<file path="src/rtl/demux4_16b_reg.sv">
// Registered 1-to-4 demultiplexer: one producer stream steered by control into four
// valid/ready lane registers, each with a wrapping delivered-word counter.
module demux4_16b_reg #(
    parameter int WIDTH = 16,
    parameter int CNT_W = 8
) (
    input  logic             clock,
    input  logic             reset_n,
    input  logic [WIDTH-1:0] in_data,
    input  logic             in_valid,
    input  logic [1:0]       control,
    output logic             in_ready,
    output logic [WIDTH-1:0] out_data0,
    output logic [WIDTH-1:0] out_data1,
    output logic [WIDTH-1:0] out_data2,
    output logic [WIDTH-1:0] out_data3,
    output logic             out_valid0,
    output logic             out_valid1,
    output logic             out_valid2,
    output logic             out_valid3,
    input  logic             out_ready0,
    input  logic             out_ready1,
    input  logic             out_ready2,
    input  logic             out_ready3,
    output logic [CNT_W-1:0] count0,
    output logic [CNT_W-1:0] count1,
    output logic [CNT_W-1:0] count2,
    output logic [CNT_W-1:0] count3
);

    function automatic logic [CNT_W-1:0] wrap_inc(input logic [CNT_W-1:0] c);
        return c + 1'b1;
    endfunction

    logic [WIDTH-1:0] data_p0 [4];
    logic [CNT_W-1:0] cnt_p0  [4];
    logic [3:0]       vld_p0;
    logic [3:0]       rdy;
    logic [3:0]       del;
    logic             acc;

    assign rdy      = {out_ready3, out_ready2, out_ready1, out_ready0};
    assign del      = vld_p0 & rdy;
    // Only the addressed lane can stall the producer; a draining lane accepts a refill.
    assign in_ready = ~vld_p0[control] | rdy[control];
    assign acc      = in_valid & in_ready;

    // Stage p0: lane holding registers and delivery counters
    for (genvar k = 0; k < 4; k++) begin : g_lane
        always_ff @(posedge clock or negedge reset_n) begin
            if (!reset_n) begin
                data_p0[k] <= '0;
                vld_p0[k]  <= 1'b0;
                cnt_p0[k]  <= '0;
            end else begin
                if (acc && control == 2'(k)) begin
                    data_p0[k] <= in_data;
                    vld_p0[k]  <= 1'b1;
                end else if (del[k]) begin
                    vld_p0[k]  <= 1'b0;
                end
                if (del[k]) begin
                    cnt_p0[k] <= wrap_inc(cnt_p0[k]);
                end
            end
        end
    end

    assign out_data0  = data_p0[0];
    assign out_data1  = data_p0[1];
    assign out_data2  = data_p0[2];
    assign out_data3  = data_p0[3];
    assign out_valid0 = vld_p0[0];
    assign out_valid1 = vld_p0[1];
    assign out_valid2 = vld_p0[2];
    assign out_valid3 = vld_p0[3];
    assign count0     = cnt_p0[0];
    assign count1     = cnt_p0[1];
    assign count2     = cnt_p0[2];
    assign count3     = cnt_p0[3];

endmodule
</file>
<file path="config.mk">
export PLATFORM = sky130hd
export DESIGN_NAME = demux4_16b_reg
export DESIGN_NICKNAME = d
export VERILOG_FILES = /design/src/rtl/demux4_16b_reg.sv
export SDC_FILE = /design/constraint.sdc
export NUM_CORES = 1
export LEC_CHECK = 0
export ABC_AREA = 1
export CAP_MARGIN = 20
export CORE_MARGIN = 2
export CORE_UTILIZATION = 57
export CTS_CLUSTER_DIAMETER = 150
export CTS_CLUSTER_SIZE = 25
export DETAILED_ROUTE_END_ITERATION = 10
export DONT_BUFFER_PORTS = 1
export PLACE_DENSITY_LB_ADDON = 0.2
export REMOVE_ABC_BUFFERS = 1
export SLEW_MARGIN = 30
export SYNTH_ARGS = -nofsm -noshare
export SYNTH_HDL_FRONTEND = slang
export SYNTH_SLANG_ARGS = --single-unit
</file>
<file path="constraint.sdc">
create_clock -name clock -period 1.7 [get_ports clock]
set_input_delay 0.085 -clock clock [delete_from_list [all_inputs] [get_ports clock]]
set_output_delay 0.085 -clock clock [all_outputs]
set_load 0.01 [all_outputs]
</file>
# Word level (Yosys, flattened, before mapping)
# Cells that the tools add are included.
[classes] addsub=4 n_lt_le_gt_ge=1 eq_ne=3 mux=12 bitwise=4 n_reduce_logical=9
[op_table] cell="8-bit by 1-bit adder with 8-bit output (second input constant)" n=4
[op_table] cell="1-bit 2-to-1 mux" n=10
[op_table] cell="2-bit nonzero test" n=4
[op_table] cell="4-bit bitwise AND" n=1
[op_table] cell="1-bit binary-select mux with 2-bit select" n=2
[op_table] cell="2-bit equality test (second input constant)" n=2
[op_table] cell="1-bit logical AND" n=4
[op_table] cell="2-bit by 3-bit < comparator with 1-bit output (second input constant)" n=1
[op_table] cell="2-bit by 1-bit equality test with 1-bit output (second input constant)" n=1
[op_table] cell="2-bit logical NOT" n=1
[op_table] cell="1-bit bitwise AND" n=1
[op_table] cell="1-bit inverter" n=1
[op_table] cell="1-bit bitwise OR" n=1
[word_totals] ff_bits=100 inputBits=25 elab_cells=45

# Logic depth before layout (Yosys ltp)
[logic_depth] word_depth=7 mapped_depth=11 depth_no_buf=9

# Worst setup path before layout
# Ideal clock, no wire load.
[synth_timing] kind="reg2reg" from="reg vld_p0[3], in the netlist out_valid3" to="reg cnt_p0 (netlist bit count3[7])" setup_ns=0.121 arrival_ns=1.185 setup_slack_ns=0.395 stages_incl_launch_ff=6 n_path_buf=0 path_cell_list="dfrtp_1 -> nand2_1 -> nor3_1 -> nand3_1 -> o21ai_1 -> nand2_1"
[synth_between] elab_chain_cells=1
[synth_rtl] element="start: declaration" line="37" rtl="logic [3:0] vld_p0;"
[synth_rtl] element="start signal: indexed assignment" line="53" rtl="vld_p0[k] <= 1'b0;"
[synth_rtl] element="start signal: indexed assignment" line="58" rtl="vld_p0[k] <= 1'b1;"
[synth_rtl] element="start signal: indexed assignment" line="60" rtl="vld_p0[k] <= 1'b0;"
[synth_rtl] element="4-bit bitwise AND" line="43" rtl="assign del = vld_p0 & rdy;"
[synth_rtl] element="end signal: indexed assignment" line="63" rtl="cnt_p0[k] <= wrap_inc(cnt_p0[k]);"
[synth_rtl] element="end: declaration" line="36" rtl="logic [CNT_W-1:0] cnt_p0 [4];"
# No other way between the ends.
# A chain may end at the register's enable or synchronous reset.

# Final worst setup path
[layout_timing] from="reg vld_p0[1], in the netlist out_valid1" to="reg data_p0 (netlist bit out_data3[6])"
[layout_between] elab_chain_cells=6
[layout_rtl] element="1-bit binary-select mux with 2-bit select" line="45" rtl="assign in_ready = ~vld_p0[control] | rdy[control];"
[layout_rtl] element="1-bit 2-to-1 mux (not written as such)" line="45"
[layout_rtl] element="1-bit inverter" line="45"
[layout_rtl] element="1-bit bitwise OR" line="45"
[layout_rtl] element="net in_ready" line="12" rtl="output logic in_ready,"
[layout_rtl] element="1-bit bitwise AND" line="46" rtl="assign acc = in_valid & in_ready;"
[layout_rtl] element="1-bit logical AND" line="56" rtl="if (acc && control == 2'(k)) begin"
[layout_rtl] element="end signal: indexed assignment" line="57" rtl="data_p0[k] <= in_data;"
[layout_rtl] element="end: declaration" line="35" rtl="logic [WIDTH-1:0] data_p0 [4];"
# The timed path passes the listed nets, and every way through them passes these cells. The select of a mux whose other input is x is not followed.

==> impl_results.md <==
- Status: finished with violations
- Violated checks: hold timing
- DR vias: between 3000 and 4000
- Routed len/inst: around 17 µm
- PostCTS Resize Cnt: 0
- Adder-Cell Fraction of Synth Area: about 1.1%
- Total routed wirelength: between 10000 and 15000 µm
- Fraction of layout cells with a size suffix above 1: 8.871%
- Synth-to-Final Area Change: 10.60%
- CTS Buffer Depth: 2
- Max-cap violations: 0
- Yosys reg bits: 100
- Critical Path Most Common Cell: nand2_1
- Vias per inst: about 5.6
- CTS Buf Count: 9
- Initial antenna violation count: 0
- Clock transition at path regs: about 0.10 ns
- Ports: between 100 and 150
- Die X: approximately 92 µm
- Post-layout minimum cycle time: between 1.5 and 2 ns
- Worst Hold Class: in -> async
- Synthesized-area fraction occupied by and/or/nand/nor cells: between 30% and 40%
- Post-Syn Area: ~0.0045 mm²
- Unrepaired setup endpoints after global routing: false
- Main area contributors after synthesis: dfrtp_1 56%, nand2_1 15%, nand4_1 9.3%, xor2_1 3.3%, inv_1 2.0%
- Total GRT Usage: 24.53%
- XOR/XNOR Fraction of Synth Area: 4.515%
- Setup violators final: 0
- RePlAce Congestion: about 0.83
- Nets: between 500 and 600
- Slowest stage delay, CP: between 0.4 and 0.5 ns
- Die area: between 0.008 and 0.009 mm²
- Crit start category: flip-flop
- Worst path cell trace: nand2_1, nand2_1, nand2_1, nand2_2, nand2_8, nand3_4, nand2_1, nand2_1
- Pin count of the biggest net entering global routing: about 100
- Sequential share of the synthesized area: between 50% and 60%
- Setup TNS: 0 ns
- Fin. Hold Viols: 100
- Fillers: 664
- Root Driver: clkbuf_8
- Antenna cell count: 0
- Period utilization: around nine tenths
- Cells after synthesis: 475
- Post-route ant nets: 0
- Crit. Startpoint: out_valid1
- Post-synthesis mux area share: less than 1%
- RR Endpoint: out_data3[6]
- GRT Residual Overflow: 0
- Pre-Repair DR Iteration Count: 4
- Post-synthesis compound-gate area fraction: less than 1%
- Peak Freq: roughly 0.65 GHz
- Global-route wire length before repair: 16400 µm
- Die Y: between 90 and 100 µm
- Kind of critical path: reg -> reg
- Initial Util: 58.34%
- Critical-path top delay cell: dfrtp_1
- Hold_buf cts: 23
- YS warnings: 0
- Worst Setup EP: out_data3[6]
- Max Slew Vio Count: 0
- Commonest non-fill, non-tap cells in the layout: 178 x nand2_1, 100 x dfrtp_1, 66 x nand4_1
- Row cnt: 32
- Slew headroom: around 63%
- Skew final: between 0.01 and 0.015 ns
- Vias in the first global route: between 3000 and 4000
- Hold slack: -0.5842 ns
- Critical path arrival: 1.78 ns
- Required time worst endpoint: around 1.9 ns
- Core Footprint: roughly 0.0076 mm²
- Commonest non-fill, non-tap cell in the layout: nand2_1
- Final Power: 6.218 mW
- Residual DRC count: 0
- CP endpoint kind: flip-flop
- Clk sinks: 100
- FF-to-FF setup slack: 0.16 ns
- Pleak: 2.531 nW
- Largest family of logic cells by synthesized area: simple AND/OR/NAND/NOR gates
- Biggest area consumer among synthesized cells: dfrtp_1
- Max IR drop VDD: 0.0005358 V
- CTS tree: built
- FF-to-FF path depth: 8
- H-Tree Depth: 3
- Worst skew pair latency: between 0.3 and 0.4 ns
- Syn_area_per_cell: about 9.4 µm²
- Starting DRT DRC Count: about 170
- Netlist cell types: 28
- R2r startpoint: out_valid1
- Crit path max fanout: 27
- # Post-CTS Setup Buffers: 0
- Worst slew pin tran: between 0.5 and 0.6 ns
- PD cells: between 1000 and 1500 mW/mm²
- Buffers on Ports: 0
- Share of the synthesized area in the top cell type: between 50% and 60%
- Hpwl dp: around 6600 µm
==> worst min path at each step <==
stage	to	slack [ns]	depth (start not counted)
after detailed placement	count2[5]	-0.21	0
after floorplan	count0[0]	-0.21	0
after global routing	count0[6]	-0.61	0
final	count1[6]	-0.58	0
after global placement	count2[4]	-0.21	0
after CTS	count0[4]	-0.60	0
==> registers in the layout, indices dropped and copies added, names as in the netlist <==
register / count
count0: 8
count1: 8
out_valid1: 1
out_valid3: 1
out_data0: 16
count3: 8
out_valid2: 1
out_valid0: 1
out_data2: 16
count2: 8
out_data3: 16
out_data1: 16
==> metal layers <==
metal	global-route usage [%]	wire length [µm]	share of wire [%]	vias to the layer above
li1	-	-	-	1600
met1	31.59	4245	41	1630
met2	40.15	4995	49	104
met3	7.079	882	8.6	10
met4	8.085	137	1.3	0
met5	0	0	0	-
==> critical path, delay by kind of cell, from the launching register on <==
family | cells | cell delay (ns)
DFF | 1 | 0.46
and+or+nand+nor | 8 | 0.94
==> power by group <==
| part | total (mW) | leakage (nW) | internal [mW] | switching, mW |
|---|---|---|---|---|
| registers | 3.74 | 1.24 | 2.93 | 0.805 |
| logic | 0.999 | 1.19 | 0.423 | 0.575 |
| clock network | 1.48 | 0.0942 | 0.705 | 0.779 |
| total | 6.22 | 2.53 | 4.06 | 2.16 |
==> cells in the mapped netlist, drive strengths merged <==
cell / n
a21o: 1
ha: 4
o21ai: 7
clkbuf: 2
buf: 23
nand2: 183
dfrtp: 100
xnor2: 6
nand3: 15
inv: 29
nand4: 66
nor3: 6
mux2: 1
xor2: 17
nor2: 15
==> through the flow <==
step                cell area, µm²  worst slack, ns  utilization [%]  hold WS [ns]  instances
floorplan                     4290           0.2622                -       -0.2106        450
finish                        4935           0.1620            64.53       -0.5842        598
global placement              4498           0.2139            58.82       -0.2078        561
global route                  4935         0.003487            64.53       -0.6101        598
detailed placement            4498           0.1827            58.82       -0.2076        561
CTS                           4935           0.1452            64.53       -0.6014        598
==> cell families (layout without fill, tap and decap cells) <==
group           Yosys count  count (layout)
flops                   100             100
simple gates            285             285
xor+xnor                 23              23
buf+inv                  54              75
fa+ha+maj                 4               4
mux                       1               1
compound gates            8               8
==> cell type report <==
cell class	count	area (µm²)	share of cell area, %
Sequential cell	100	2502	50.71
Clock inverter	4	51.30	1.040
Inverter	29	111.4	2.257
Tap cell	102	127.6	2.586
Timing Repair Buffer	32	327.8	6.643
Clock buffer	10	137.6	2.789
Multi-Input combinational cell	321	1677	33.98
Power figures use the tool's default switching activity.
